==> src/rtl/disp_scan_ctrl.sv <==
// Multiplexed 7-segment scan controller: one anode per dwell slot with a
// leading guard gap, hex decode, LZ suppression, blanking, PWM dimming.
module disp_scan_ctrl #(
    parameter int unsigned FREQ_HZ        = 27_000_000,
    parameter int unsigned DIGITS         = 3,
    parameter int unsigned DWELL_US       = 8000,
    parameter int unsigned GUARD_CYC      = 270,
    parameter bit          ACTIVE_LOW_AN  = 1'b0,
    parameter bit          ACTIVE_LOW_SEG = 1'b0
) (
    input  logic                        clk,
    input  logic                        rst_n,
    input  logic                        en,
    input  logic [4*DIGITS-1:0]         digits,
    input  logic [DIGITS-1:0]           dp,
    input  logic [DIGITS-1:0]           blank,
    input  logic                        lz_en,
    input  logic [3:0]                  bright,
    output logic [DIGITS-1:0]           an,
    output logic [6:0]                  seg,
    output logic                        seg_dp,
    output logic [$clog2(DIGITS)-1:0]   digit_idx,
    output logic                        frame_tick
);

    localparam int unsigned DWELL_CYC = FREQ_HZ / 1_000_000 * DWELL_US;
    localparam int unsigned ON_CYC    = DWELL_CYC - GUARD_CYC;
    localparam int unsigned CW        = $clog2(DWELL_CYC);
    localparam int unsigned IW        = $clog2(DIGITS);

    localparam logic [CW-1:0]     GUARD_LAST = CW'(GUARD_CYC - 1);
    localparam logic [CW-1:0]     ON_LAST    = CW'(ON_CYC - 1);
    localparam logic [IW-1:0]     IDX_LAST   = IW'(DIGITS - 1);
    localparam logic [DIGITS-1:0] AN_OFF     = {DIGITS{ACTIVE_LOW_AN}};
    localparam logic [6:0]        SEG_OFF    = {7{ACTIVE_LOW_SEG}};

    typedef enum logic [1:0] {
        IDLE,
        GUARD,
        ON
    } state_t;

    state_t              state_q, state_d;
    logic [CW-1:0]       cnt_q, cnt_d;
    logic [IW-1:0]       idx_q, idx_d;
    logic [3:0]          pwm_q, pwm_d;

    logic [4*DIGITS-1:0] sh_digits_q, sh_digits_d;
    logic [DIGITS-1:0]   sh_dp_q, sh_dp_d;
    logic [DIGITS-1:0]   sh_blank_q, sh_blank_d;
    logic                sh_lz_q, sh_lz_d;
    logic [3:0]          sh_bright_q, sh_bright_d;

    logic [DIGITS-1:0]   an_q, an_d;
    logic [6:0]          seg_q, seg_d;
    logic                seg_dp_q, seg_dp_d;
    logic                tick_q, tick_d;

    logic                load;
    logic [DIGITS-1:0]   supp;
    logic                zero_above;
    logic [3:0]          cur_nib;
    logic                lit;
    logic                pwm_on;

    function automatic logic [6:0] glyph(input logic [3:0] n);
        logic [6:0] g;
        case (n)
            4'h0:    g = 7'b0111111;
            4'h1:    g = 7'b0000110;
            4'h2:    g = 7'b1011011;
            4'h3:    g = 7'b1001111;
            4'h4:    g = 7'b1100110;
            4'h5:    g = 7'b1101101;
            4'h6:    g = 7'b1111101;
            4'h7:    g = 7'b0000111;
            4'h8:    g = 7'b1111111;
            4'h9:    g = 7'b1101111;
            4'hA:    g = 7'b1110111;
            4'hB:    g = 7'b1111100;
            4'hC:    g = 7'b0111001;
            4'hD:    g = 7'b1011110;
            4'hE:    g = 7'b1111001;
            default: g = 7'b1110001;
        endcase
        return g;
    endfunction

    // Slot sequencing; shadows reload on every entry to GUARD of digit 0.
    always_comb begin
        state_d     = state_q;
        cnt_d       = cnt_q;
        idx_d       = idx_q;
        pwm_d       = pwm_q + 4'd1;
        tick_d      = 1'b0;
        load        = 1'b0;

        case (state_q)
            IDLE: begin
                if (en) begin
                    state_d = GUARD;
                    cnt_d   = '0;
                    idx_d   = '0;
                    load    = 1'b1;
                end
            end
            GUARD: begin
                if (cnt_q == GUARD_LAST) begin
                    state_d = ON;
                    cnt_d   = '0;
                end else begin
                    cnt_d = cnt_q + 1'b1;
                end
            end
            ON: begin
                if (cnt_q == ON_LAST) begin
                    state_d = GUARD;
                    cnt_d   = '0;
                    if (idx_q == IDX_LAST) begin
                        idx_d  = '0;
                        load   = 1'b1;
                        tick_d = 1'b1;
                    end else begin
                        idx_d = idx_q + 1'b1;
                    end
                end else begin
                    cnt_d = cnt_q + 1'b1;
                end
            end
            default: state_d = IDLE;
        endcase

        if (!en) begin
            state_d = IDLE;
            cnt_d   = '0;
            idx_d   = '0;
            tick_d  = 1'b0;
            load    = 1'b0;
        end

        sh_digits_d = load ? digits : sh_digits_q;
        sh_dp_d     = load ? dp     : sh_dp_q;
        sh_blank_d  = load ? blank  : sh_blank_q;
        sh_lz_d     = load ? lz_en  : sh_lz_q;
        sh_bright_d = load ? bright : sh_bright_q;
    end

    // Drives are computed from next-state values so every output register
    // lines up with the state it belongs to on the same edge.
    always_comb begin
        supp       = '0;
        zero_above = 1'b1;
        for (int unsigned k = 0; k < DIGITS; k++) begin
            int unsigned j;
            j          = DIGITS - 1 - k;
            zero_above = zero_above & (sh_digits_d[4*j +: 4] == 4'h0);
            supp[j]    = sh_lz_d & (j != 0) & zero_above;
        end

        cur_nib  = sh_digits_d[{idx_d, 2'b00} +: 4];
        lit      = (state_d == ON) && !sh_blank_d[idx_d] && !supp[idx_d];
        pwm_on   = (pwm_d <= sh_bright_d);

        an_d     = lit ? (DIGITS'(1) << idx_d) : '0;
        seg_d    = (lit && pwm_on) ? glyph(cur_nib) : '0;
        seg_dp_d = lit && pwm_on && sh_dp_d[idx_d];
    end

    always_ff @(posedge clk or negedge rst_n) begin
        if (!rst_n) begin
            state_q     <= IDLE;
            cnt_q       <= '0;
            idx_q       <= '0;
            pwm_q       <= '0;
            sh_digits_q <= '0;
            sh_dp_q     <= '0;
            sh_blank_q  <= '0;
            sh_lz_q     <= 1'b0;
            sh_bright_q <= '0;
            an_q        <= AN_OFF;
            seg_q       <= SEG_OFF;
            seg_dp_q    <= ACTIVE_LOW_SEG;
            tick_q      <= 1'b0;
        end else begin
            state_q     <= state_d;
            cnt_q       <= cnt_d;
            idx_q       <= idx_d;
            pwm_q       <= pwm_d;
            sh_digits_q <= sh_digits_d;
            sh_dp_q     <= sh_dp_d;
            sh_blank_q  <= sh_blank_d;
            sh_lz_q     <= sh_lz_d;
            sh_bright_q <= sh_bright_d;
            an_q        <= an_d ^ AN_OFF;
            seg_q       <= seg_d ^ SEG_OFF;
            seg_dp_q    <= seg_dp_d ^ ACTIVE_LOW_SEG;
            tick_q      <= tick_d;
        end
    end

    assign an         = an_q;
    assign seg        = seg_q;
    assign seg_dp     = seg_dp_q;
    assign digit_idx  = idx_q;
    assign frame_tick = tick_q;

endmodule

==> config.mk <==
export PLATFORM = sky130hd
export DESIGN_NAME = disp_scan_ctrl
export DESIGN_NICKNAME = d
export VERILOG_FILES = /design/src/rtl/disp_scan_ctrl.sv
export SDC_FILE = /design/constraint.sdc
export NUM_CORES = 1
export LEC_CHECK = 0
export CORE_MARGIN = 2
export CORE_UTILIZATION = 56
export DETAILED_ROUTE_END_ITERATION = 10
export PLACE_DENSITY = 0.87
export SYNTH_ARGS = -nofsm -noshare
export SYNTH_HDL_FRONTEND = slang
export SYNTH_SLANG_ARGS = --single-unit
==> constraint.sdc <==
create_clock -name clk -period 5.8 [get_ports clk]
set_clock_uncertainty 0.15 [all_clocks]
set_input_delay 1.45 -clock clk [delete_from_list [all_inputs] [get_ports clk]]
set_output_delay 1.45 -clock clk [all_outputs]
set_load 0.01 [all_outputs]
### Word-level counts from Yosys, hierarchy flattened

Memories as Yosys holds them, arrays and structs flattened.
Cells that the tools add are included.
W data, S select, Z words.

* memories: 1
* ROM bits: 112
* output and inout bits: 14
* input bits: 26
* register bits: 61

Memory list
* (name not given): depth 16, bits a word 7, rd ports 1, clocked after memory_dff 0, wr ports 0, RTL line 68 `case (n)`

* order comparisons: 2
* reductions and logical operators: 9
* bitwise logic cells: 3
* eq/ne operators: 7
* multiplexer cells: 31
* shifts and indexed selects: 2
* add/subtract/negate cells: 3

Operators by type and width (count)
* $mux W18: 3
* $pmux W18 S3: 1
* $add A18 B1 Y18 const B: 1
* $eq A18 B18 Y1 const B: 1
* $eq A18 B9 Y1 const B: 1
* $mux W12: 1
* $mux W2: 6
* $shiftx A12 B5 Y4: 1
* $mux W1: 9
* $mux W3: 3
* $logic_not A4 Y1: 2
* $mux W7: 1
* $bmux W1 S2: 3
* $eq A2 B2 Y1 const B: 3
* $pmux W2 S3: 1
* $add A4 B1 Y4 const B: 1
* $le A4 B4 Y1: 1
* $logic_and A1 B1 Y1: 4
* $mux W4: 1
* $ne A4 B1 Y1 const B: 1
* $pmux W2 S2: 1
* $and A1 B1 Y1: 3
* $lt A2 B3 Y1 const B: 1
* $shl A1 B2 Y3 const A: 1
* other kinds (5): 6

### Depth between registers and ports, before layout

Gate-level depths: netlist of the first run.

* word-level depth: 15
* gate-level depth with buffers: 17

### Worst setup path before layout of the first run

Ideal clock, no wire load.

* path type: input to register
* start: input port en
* end: register seg_q[0] (netlist: seg[0])
* path slack: 0.799 ns
* arrival time: 4.756 ns
* buffers on the path: 4
* stages on the path: 16
* path through: clkbuf_1 nand2_1 o41ai_4 buf_6 buf_2 mux2_2 inv_1 ha_1 nor2b_1 o21ai_0 nand2b_1 a21oi_1 a41oi_1 or4b_1 buf_6 nor4_4

* elaborated cells on any way between the ends: 26
* those cells by class: 1 x order compare; 1 x eq/ne; 1 x shift; 12 x mux; 3 x bitwise; 7 x reduce/logical; 1 x memory

RTL lines
* start, declared: RTL line 13 `input logic en,`
* $mux W1: RTL line 133 `if (!en) begin`
* $mux W4: RTL line 145 `sh_bright_d = load ? bright : sh_bright_q;`
* named net sh_bright_d[1]: RTL line 52 `logic [3:0] sh_bright_q, sh_bright_d;`
* $le A4 B4 Y1: RTL line 162 `pwm_on = (pwm_d <= sh_bright_d);`
* $logic_and A1 B1 Y1: RTL line 165 `seg_d = (lit && pwm_on) ? glyph(cur_nib) : '0;`
* $mux W7: RTL line 165
* named net seg_d[0]: RTL line 55 `logic [6:0] seg_q, seg_d;`
* end signal, assigned: RTL line 195 `seg_q <= seg_d ^ SEG_OFF;`
* end, declared: RTL line 55

The timed path passes the listed nets, and every way through them passes these cells. The select of a mux whose other input is x is not followed.
A chain may end at the register's enable or synchronous reset.

### Worst setup path after layout of the first run

* start: input port en
* end: register seg_q[6] (netlist: seg[6])

* elaborated cells on any way between the ends: 26
* those cells by class: 1 x order compare; 1 x eq/ne; 1 x shift; 12 x mux; 3 x bitwise; 7 x reduce/logical; 1 x memory

RTL lines
* $mux W1: RTL line 133
* $mux W12: RTL line 141 `sh_digits_d = load ? digits : sh_digits_q;`
* named net sh_digits_d[1]: RTL line 48 `logic [4*DIGITS-1:0] sh_digits_q, sh_digits_d;`
* $shiftx A12 B5 Y4: RTL line 160 `cur_nib = sh_digits_d[{idx_d, 2'b00} +: 4];`
* $mem_v2 Z16 W7
* $mux W7: RTL line 165
* named net seg_d[6]: RTL line 55

The timed path passes the listed nets, and every way through them passes these cells. The select of a mux whose other input is x is not followed.

==> results of run 1 <==
## sequential cells by signal (all words and copies together) (netlist names), 2 cells and up
| register | cells |
|---|---|
| sh_bright_q | 4 |
| sh_digits_q | 12 |
| pwm_q | 4 |
| sh_dp_q | 3 |
| cnt_q | 18 |
| sh_blank_q | 3 |
| state_q | 2 |
| seg | 7 |
| an | 3 |
| digit_idx | 2 |
## layer usage
metal	GRT usage, %	vias up	routed length (um)
met5	0	-	0
met4	9.492	0	159
met3	5.000	16	416
met2	37.30	90	3551
met1	33.57	1311	3363
li1	-	1266	-
## kinds of logic after synthesis
logic type / Yosys count
AND/OR/NAND/NOR: 114
AO/OA/AOI/OAI: 72
flip-flops: 61
buffers and inverters: 33
multiplexers: 27
adder cells (fa/ha/maj): 16
XOR/XNOR: 3
## final cells by class
cell class,instances,area (um2),area share (%)
tap,75,93.84,2.344
clock buffer,13,158.9,3.970
timing repair buffer,44,422.9,10.57
inverter,21,78.83,1.969
multi-input combinational,232,1678,41.92
sequential,61,1526,38.14
clock inverter,3,43.79,1.094
## Yosys cell counts, types with 3 or more instances
cell type / n / area share [%]
nand2b_1: 15 / 2.8
a21oi_1: 6 / 0.90
nand2_1: 15 / 1.7
and3_1: 7 / 1.3
ha_1: 16 / 6.0
buf_6: 3 / 1.0
dfrtp_1: 61 / 46
a221oi_1: 4 / 1.0
o41ai_1: 3 / 0.78
buf_2: 3 / 0.45
mux2i_1: 10 / 3.0
nor3_1: 11 / 1.6
mux2_2: 15 / 5.0
and4b_1: 3 / 0.90
nor2b_1: 6 / 1.1
o21ai_0: 29 / 4.3
nor2_1: 23 / 2.6
inv_1: 21 / 2.4
clkbuf_1: 6 / 0.67
nand3_1: 10 / 1.5
o31ai_1: 5 / 1.1
nor4_1: 7 / 1.3
o21a_1: 4 / 0.90
nand3b_1: 7 / 1.6
## report_power, final
group          total (mW)  switching [mW]  leakage (nW)  internal, mW
sequential          0.464          0.0115         0.795         0.452
combinational       0.157          0.0845         0.885        0.0723
clock               0.386           0.163         0.104         0.222
total                1.01           0.259          1.78         0.747
## worst paths after layout
kind / from / end / slack, ps / cells after the start
hold / removal: pwm_q[3]$_DFF_PN0_ / pwm_q[3]$_DFF_PN0_ / 340 / 1
setup reg to reg: cnt_q[10]$_DFFE_PN0P_ / seg[6]$_DFF_PN0_ / 1400 / 11
setup / recovery: en / seg[6]$_DFF_PN0_ / 940 / 11
max in group asynchronous: rst_n / sh_digits_q[3]$_DFF_PN0_ / 3870 / 2
hold reg to reg: pwm_q[3]$_DFF_PN0_ / pwm_q[3]$_DFF_PN0_ / 340 / 1
min in group asynchronous: rst_n / cnt_q[10]$_DFFE_PN0P_ / 1110 / 2
## worst max-delay path, stage by stage
cell and delay (ps):
clkdlybuf4s50_1 650, nand2_1 160, o41ai_4 240, buf_4 390, mux2_2 400, a221oi_1 630
inv_1 200, ha_1 250, o21a_1 120, a21o_1 150, a221oi_1 270
## layout by cell type, fill, tap and decap left out, types with 5 or more instances in the layout
master           synthesis  routed
mux2_2                  15      15
nor2_1                  23      23
and3_1                   7       7
clkdlybuf4s50_1          0      38
nand2b_1                15      15
a21oi_1                  6       6
o31ai_1                  5       5
dfrtp_1                 61      61
inv_1                   21      21
clkbuf_8                 0      11
nand3_1                 10      10
nor2b_1                  6       6
ha_1                    16      16
nand3b_1                 7       7
o21ai_0                 29      29
nor4_1                   7       7
nor3_1                  11      10
mux2i_1                 10      10
nand2_1                 15      15
buf_4                    0       5
==> results.py, run 1 <==
metrics = {
    "timing": {
        "clock.fmax_ghz": 0.2059,
        "slew_violations": 0,
        "slew_headroom_pct": 33.37,
        "fin_crit_ps": 4856,
        "rsz0062_at_grt": "false",
        "worst_pin_slew_ps": 994.0,
        "setup_slack_ps": 944.1,
        "min_period_over_period_pct": 83.72,
        "finalHoldViolCount": 0,
        "setup_tns_ps": 0,
        "fin_hold_ws_ps": 336.4,
        "setup_violations": 0,
    },
    "placement": {
        "placed_cell_area_um2": 3800,
        "place_ws_ps": 624.6,
        "dp_cells": 433,
        "portBuffers": 39,
        "gp_congestion": 0.9428,
        "hpwl_um": 5198,
    },
    "synth": {
        "synthMuxAreaShare_pct": 8.704,
        "avgSynthCellArea_um2": 10.27,
        "ys_seq_area_share_pct": 45.57,
        "synth-simple-area-share_pct": 19.50,
        "synthAdderAreaFrac_pct": 5.977,
        "ys_seq_elements": 61,
        "synthArstFlopShare_pct": 100.0,
        "yosysWarnings": 0,
        "syn_area_um2": 3349,
        "synth-compound-area-share_pct": 14.98,
        "yosys.area_share.xor_xnor_pct": 0.7845,
        "syn-num-nets": 368,
        "synthCells": 326,
        "synth_edf_count": 0,
        "synth-main-ff-cell": "dfrtp_1",
        "synth_cell_types": 51,
        "synth_top_family_by_area": "simple AND/OR/NAND/NOR gates",
    },
    "route": {
        "wl_per_cell_um": 16.68,
        "firstDrtPassIters": 5,
        "drtIter0Drc": 191,
        "drtAntennaViolNets": 0,
        "vias": 2683,
        "drc": 0,
        "via_per_inst": 5.976,
        "wirelength_um": 7490,
    },
    "global_routing": {
        "overflow": 0,
        "grt_usage_pct": 24.23,
        "antenna_found_initial": 0,
        "grt_start_max_net_pins": 62,
        "grt_pass1_wl_um": 12320,
        "grt_pass1_vias": 2595,
    },
    "final_layout": {
        "nets": 411,
        "layout-drive-gt1-share_pct": 11.76,
        "syn_to_final_growth_pct": 19.50,
        "n_fill_cell": 431,
        "n_antenna_cell": 0,
        "instances_no_fill": 449,
        "finalCoreUtilization_pct": 68.41,
        "finalInstanceArea_um2": 4003,
    },
    "clock_tree": {
        "clk_latency_ps": 330,
        "tritoncts": "done",
        "cts_max_level": 3,
        "clk_pin_slew_worst_paths_ps": 70,
        "cts_root_buffer": "clkbuf_8",
        "cts.sinks": 61,
        "numCtsBuffers": 9,
        "cts-resized-gates": 0,
        "clockBufferDepth": 2,
        "hold_buffers": 0,
        "post_cts_buffers": 0,
    },
    "floorplanning": {
        "start_util_pct": 57.25,
        "dieArea_um2": 6616,
        "core-area_um2": 5851,
        "die_h_um": 81.34,
        "die_x_um": 81.34,
        "pin_count": 40,
        "row_count": 28,
    },
    "worst_setup_path": {
        "startpoint_type": "primary input",
        "required_ps": 5870,
        "path_max_fanout": 25,
        "setup.worst_path.class": "in2reg",
        "critPathArrivalTime_ps": 4930,
        "crit_path_end_kind": "register",
    },
    "outcome": {
        "outcome": "complete, no violations",
    },
    "pwr": {
        "p_total_mw": 1.006,
        "peakVddDrop_mv": 0.1407,
        "powerDensity_nw_per_um2": 251.4,
        "p_leak_nw": 1.784,
    },
    "min_path": {
        "hp-class": "reg2reg",
    },
    "run": {
        "max-cap-violations": 0,
    },
}
Note: power is estimated with default switching activity, not from simulation.
==> run 2, diff against run 1 <==
clock period = 5 ns   (was 5.8 ns; I/O delays follow)
==> run 2 against run 1 <==
Net effect: die area is the same; count of clock-buffer cells in the layout decreased by 1; critical path depth grew 1; routed wire length down 0.83%; global-route usage grew 0.72 points; first-iteration DRC count is 8.9% higher; via count down 0.67%.
==> results.py, run 2 (same netlist as run 1, synthesis figures left out) <==
metrics = {
    "global_routing": {
        "grt_pass1_vias": 2750,
        "antenna_found_initial": 0,
        "grt_start_max_net_pins": 62,
        "overflow": 0,
        "grt_usage_pct": 24.95,
        "grt_pass1_wl_um": 12430,
    },
    "route": {
        "drtAntennaViolNets": 0,
        "drtIter0Drc": 208,
        "via_per_inst": 5.922,
        "firstDrtPassIters": 5,
        "wirelength_um": 7428,
        "wl_per_cell_um": 16.51,
        "vias": 2665,
        "drc": 0,
    },
    "worst_setup_path": {
        "setup.worst_path.class": "in2reg",
        "worst_path_largest_cell_delay_ps": 790,
        "rr_worst_depth": 12,
        "rrSetupSlack_ps": 550,
        "critPathArrivalTime_ps": 4610,
        "critPathSlowestCell": "or4b_1",
        "path_max_fanout": 25,
        "startpoint_type": "primary input",
        "crit_path_end_kind": "register",
        "path_cells": "clkdlybuf4s50_1, nand2_1, o41ai_4, buf_4, mux2i_1, ha_1, o21ai_0, nand2b_1, a21oi_1, a41oi_1, or4b_1, a311oi_1",
        "r2r_start": "cnt_q[10]$_DFFE_PN0P_",
        "required_ps": 5080,
        "r2r-end": "seg[2]$_DFF_PN0_",
    },
    "final_layout": {
        "regMostFlops": "cnt_q",
        "instances_no_fill": 450,
        "n_antenna_cell": 0,
        "largest_register_ffs": 18,
        "final_cell_mix": "61 x dfrtp_1, 38 x clkdlybuf4s50_1, 29 x o21ai_0, 23 x nor2_1, 21 x inv_1",
        "nets": 413,
        "finalInstanceArea_um2": 4024,
        "layout-drive-gt1-share_pct": 12.53,
        "syn_to_final_growth_pct": 20.13,
        "finalCoreUtilization_pct": 68.78,
        "final_common_cell": "dfrtp_1",
    },
    "min_path": {
        "min_from": "pwm_q[0]$_DFF_PN0_",
        "hp-class": "reg2reg",
        "hold_depth": 1,
        "hold_path_end": "pwm_q[0]$_DFF_PN0_",
    },
    "clock_tree": {
        "tritoncts": "done",
        "cts.sinks": 61,
        "clk_latency_ps": 350,
        "hold_buffers": 0,
        "cts-resized-gates": 0,
        "clockBufferDepth": 2,
        "cts_root_buffer": "clkbuf_8",
        "clk_pin_slew_worst_paths_ps": 70,
        "cts_max_level": 3,
        "numCtsBuffers": 9,
        "post_cts_buffers": 0,
    },
    "pwr": {
        "p_leak_nw": 1.798,
        "seqPwrFrac_pct": 45.4,
        "peakVddDrop_mv": 0.1537,
        "swShare_pct": 25.65,
        "combPwrFrac_pct": 15.9,
        "internal_power_uw": 878.8,
        "clockPowerShare_pct": 38.7,
        "switching_power_uw": 303.1,
        "p_total_mw": 1.182,
        "powerDensity_nw_per_um2": 293.7,
    },
    "outcome": {
        "outcome": "complete, no violations",
    },
    "floorplanning": {
        "pin_count": 40,
        "dieArea_um2": 6616,
        "core-area_um2": 5851,
        "row_count": 28,
        "start_util_pct": 57.25,
        "die_x_um": 81.34,
        "die_h_um": 81.34,
    },
    "placement": {
        "portBuffers": 39,
        "gp_congestion": 0.8352,
        "dp_cells": 435,
        "placed_cell_area_um2": 3815,
        "place_ws_ps": 143.7,
        "hpwl_um": 4986,
    },
    "timing": {
        "setup_tns_ps": 0,
        "worst_pin_slew_ps": 1055,
        "clock.fmax_ghz": 0.2203,
        "fin_hold_ws_ps": 334.0,
        "setup_slack_ps": 460.4,
        "slew_headroom_pct": 29.69,
        "slew_violations": 0,
        "min_period_over_period_pct": 90.79,
        "fin_crit_ps": 4540,
        "setup_violations": 0,
        "rsz0062_at_grt": "false",
        "finalHoldViolCount": 0,
    },
    "run": {
        "max-cap-violations": 0,
    },
}
run 2: power by group through the flow:
stage / Clock, mW / Sequential (mW) / Combinational, mW
6_report: 0.458 / 0.537 / 0.187
2_1_floorplan: 0 / 0.542 / 0.124
4_1_cts: 0.465 / 0.537 / 0.187
3_3_place_gp: 0 / 0.544 / 0.176
3_5_place_dp: 0 / 0.545 / 0.185
5_1_grt: 0.487 / 0.540 / 0.207
run 2: critical path: cells and delay by family:
kind                     cells  cell delay, ps
AND/OR/NAND/NOR              3             980
AO/OA/AOI/OAI                5             930
buffers and inverters        2             890
multiplexers                 1             290
adder cells (fa/ha/maj)      1             270
run 2: routing by layer:
| metal | vias up | GRT usage (%) | wire (um) |
|---|---|---|---|
| met2 | 85 | 40.82 | 3694 |
| met4 | 0 | 15.08 | 182 |
| met3 | 15 | 4.778 | 379 |
| met5 | - | 0 | 0 |
| met1 | 1295 | 30.45 | 3172 |
| li1 | 1270 | - | - |
run 2: how the worst max path moves through the flow:
| stage | from | end | slack, ps | depth (start not counted) |
|---|---|---|---|---|
| floorplan | en | seg[0]$_DFF_PN0_ | 200 | 16 |
| detailed placement | en | seg[2]$_DFF_PN0_ | 140 | 12 |
| global placement | en | seg[0]$_DFF_PN0_ | 310 | 12 |
| CTS | en | seg[2]$_DFF_PN0_ | 490 | 12 |
| global route | cnt_q[10]$_DFFE_PN0P_ | seg[2]$_DFF_PN0_ | 310 | 12 |
| finish | en | seg[2]$_DFF_PN0_ | 460 | 12 |
run 2: final cells by class:
type,instances,area (um2)
Clock buffer,12,165.2
Clock inverter,3,43.79
Fill cell,419,1827
Inverter,21,78.83
Multi-Input combinational cell,232,1678
Sequential cell,61,1526
Tap cell,75,93.84
Timing Repair Buffer,46,437.9
==> run 3, diff against run 2 <==
CORE_UTILIZATION = 58   (was 56)
CTS_BUF_LIST = sky130_fd_sc_hd__clkbuf_8   (was default)
PLACE_DENSITY = 0.89   (was 0.87)
==> run 3 against run 2 <==
Net effect: cell count decreased by 0.22%; via count increased by 1.7%; combinational power about the same; worst hold slack got worse by 4.5 ps.
==> results.py, run 3 (same netlist as run 1, synthesis figures left out) <==
metrics = {
    "outcome": {
        "outcome": "complete, no violations",
    },
    "clock_tree": {
        "post_cts_buffers": 0,
        "hold_buffers": 0,
        "cts.sinks": 61,
        "tritoncts": "done",
        "numCtsBuffers": 9,
        "clk_latency_ps": 330,
        "clockBufferDepth": 2,
        "cts_root_buffer": "clkbuf_8",
        "cts-resized-gates": 0,
        "clk_pin_slew_worst_paths_ps": 70,
        "cts_max_level": 3,
    },
    "worst_setup_path": {
        "critPathArrivalTime_ps": 4550,
        "path_max_fanout": 25,
        "path_delay_family": "simple AND/OR/NAND/NOR gates",
        "required_ps": 5090,
        "r2r_start": "cnt_q[10]$_DFFE_PN0P_",
        "worst-path-buf-inv": 2,
        "startpoint_type": "primary input",
        "critPathSlowestCell": "or4b_1",
        "path_cells": "clkdlybuf4s50_1, nand2_1, o41ai_4, buf_4, mux2i_1, ha_1, o21ai_0, nand2b_1, a21oi_1, a41oi_1, or4b_1, nor4_4",
        "crit_path_end_kind": "register",
        "setup.worst_path.class": "in2reg",
        "crit_start": "en",
        "worst_path_largest_cell_delay_ps": 760,
    },
    "route": {
        "firstDrtPassIters": 5,
        "drc": 0,
        "wl_met2_um": 3633,
        "wl_per_cell_um": 17.02,
        "met1_length_um": 3411,
        "vias": 2709,
        "wirelength_um": 7640,
        "drtAntennaViolNets": 0,
        "dr_wl_met3_um": 462,
        "top_layer": "met4",
        "via_per_inst": 6.033,
        "drtIter0Drc": 286,
    },
    "timing": {
        "clock.fmax_ghz": 0.2245,
        "fin_hold_ws_ps": 329.5,
        "slew_violations": 0,
        "rsz0062_at_grt": "false",
        "setup_tns_ps": 0,
        "fin_crit_ps": 4454,
        "finalHoldViolCount": 0,
        "setup_violations": 0,
        "slew_headroom_pct": 27.17,
        "worst_pin_slew_ps": 1092,
        "min_period_over_period_pct": 89.07,
    },
    "pwr": {
        "peakVddDrop_mv": 0.1727,
        "powerDensity_nw_per_um2": 273.1,
        "p_leak_nw": 1.785,
    },
    "final_layout": {
        "instances_no_fill": 449,
        "final_common_cell": "dfrtp_1",
        "nets": 414,
        "final_cell_mix": "61 x dfrtp_1, 38 x clkdlybuf4s50_1, 29 x o21ai_0, 23 x inv_1, 23 x nor2_1",
        "finalInstanceArea_um2": 3978,
        "layout-drive-gt1-share_pct": 12.47,
        "n_antenna_cell": 0,
        "syn_to_final_growth_pct": 18.75,
        "multi_input_area_um2": 1678,
        "largest_register_ffs": 18,
        "finalCoreUtilization_pct": 71.79,
        "n_fill_cell": 399,
        "regArea_um2": 1526,
        "regMostFlops": "cnt_q",
    },
    "floorplanning": {
        "row_count": 27,
        "dieArea_um2": 6398,
        "die_x_um": 79.99,
        "die_h_um": 79.99,
        "core-area_um2": 5540,
        "start_util_pct": 60.46,
        "pin_count": 40,
    },
    "global_routing": {
        "overflow": 0,
        "grt_start_max_net_pins": 41,
        "antenna_found_initial": 0,
        "grt_usage_pct": 25.72,
        "grt_pass1_wl_um": 12620,
        "grt_pass1_vias": 2619,
    },
    "placement": {
        "portBuffers": 39,
        "placed_cell_area_um2": 3819,
        "dp_cells": 433,
        "hpwl_um": 5384,
        "gp_congestion": 0.9246,
    },
    "min_path": {
        "hp-class": "reg2reg",
        "min_from": "sh_blank_q[2]$_DFF_PN0_",
    },
    "run": {
        "max-cap-violations": 0,
    },
}
==> run 3: cell count changes in the layout (fill, tap and decap cells not counted), sizes merged <==
cell | previous run | this run
clkbuf | 12 | 9
clkinv | 2 | 4
inv | 21 | 23
buf | 8 | 9
bufinv | 1 | 0
clkinvlp | 0 | 1
==> run 3: tightest hold or removal path, delay by kind of cell (launching register included) <==
kind | cells | cell delay, ps
multiplexers | 1 | 80
buffers and inverters | 1 | 50
flip-flops | 1 | 320
==> run 3: path summary, 6_finish.rpt <==
check / cells past startpoint / slack [ps] / endpoint
worst max-delay path: 12 / 550 / seg[0]$_DFF_PN0_
worst min-delay path: 2 / 330 / sh_blank_q[2]$_DFF_PN0_
worst max register to register: 12 / 650 / seg[0]$_DFF_PN0_
worst min register to register: 2 / 330 / sh_blank_q[2]$_DFF_PN0_
max in group asynchronous: 2 / 3080 / frame_tick$_DFF_PN0_
min in group asynchronous: 1 / 730 / cnt_q[8]$_DFFE_PN0P_
==> run 3: stage by stage <==
stage | setup slack, ps | power (mW)
after floorplan | 199.4 | 0.6657
after global placement | 346.0 | 0.7207
after detailed placement | 230.1 | 0.7331
after CTS | 583.3 | 1.090
after global routing | 361.4 | 1.133
final | 546.3 | 1.086
==> run 3: report_power, final <==
part,switching [mW],total [mW],leakage [nW],internal [mW]
Combinational,0.102,0.189,0.899,0.0864
Sequential,0.0113,0.536,0.795,0.524
Clock,0.190,0.362,0.0911,0.172
==> run 3: final cells by class <==
type                            instances  share of cell area (%)
Multi-Input combinational cell        232                   42.18
Clock buffer                            9                   3.114
Inverter                               21                   1.982
Timing Repair Buffer                   47                   11.20
Sequential cell                        61                   38.38
Tap cell                               72                   2.265
Clock inverter                          7                  0.8808
==> run 3: routing by layer <==
| layer | vias to the layer above | track usage (%) |
|---|---|---|
| met5 | - | 0 |
| met2 | 113 | 40.08 |
| met1 | 1311 | 35.66 |
| li1 | 1272 | - |
| met3 | 13 | 4.299 |
| met4 | 0 | 10.68 |
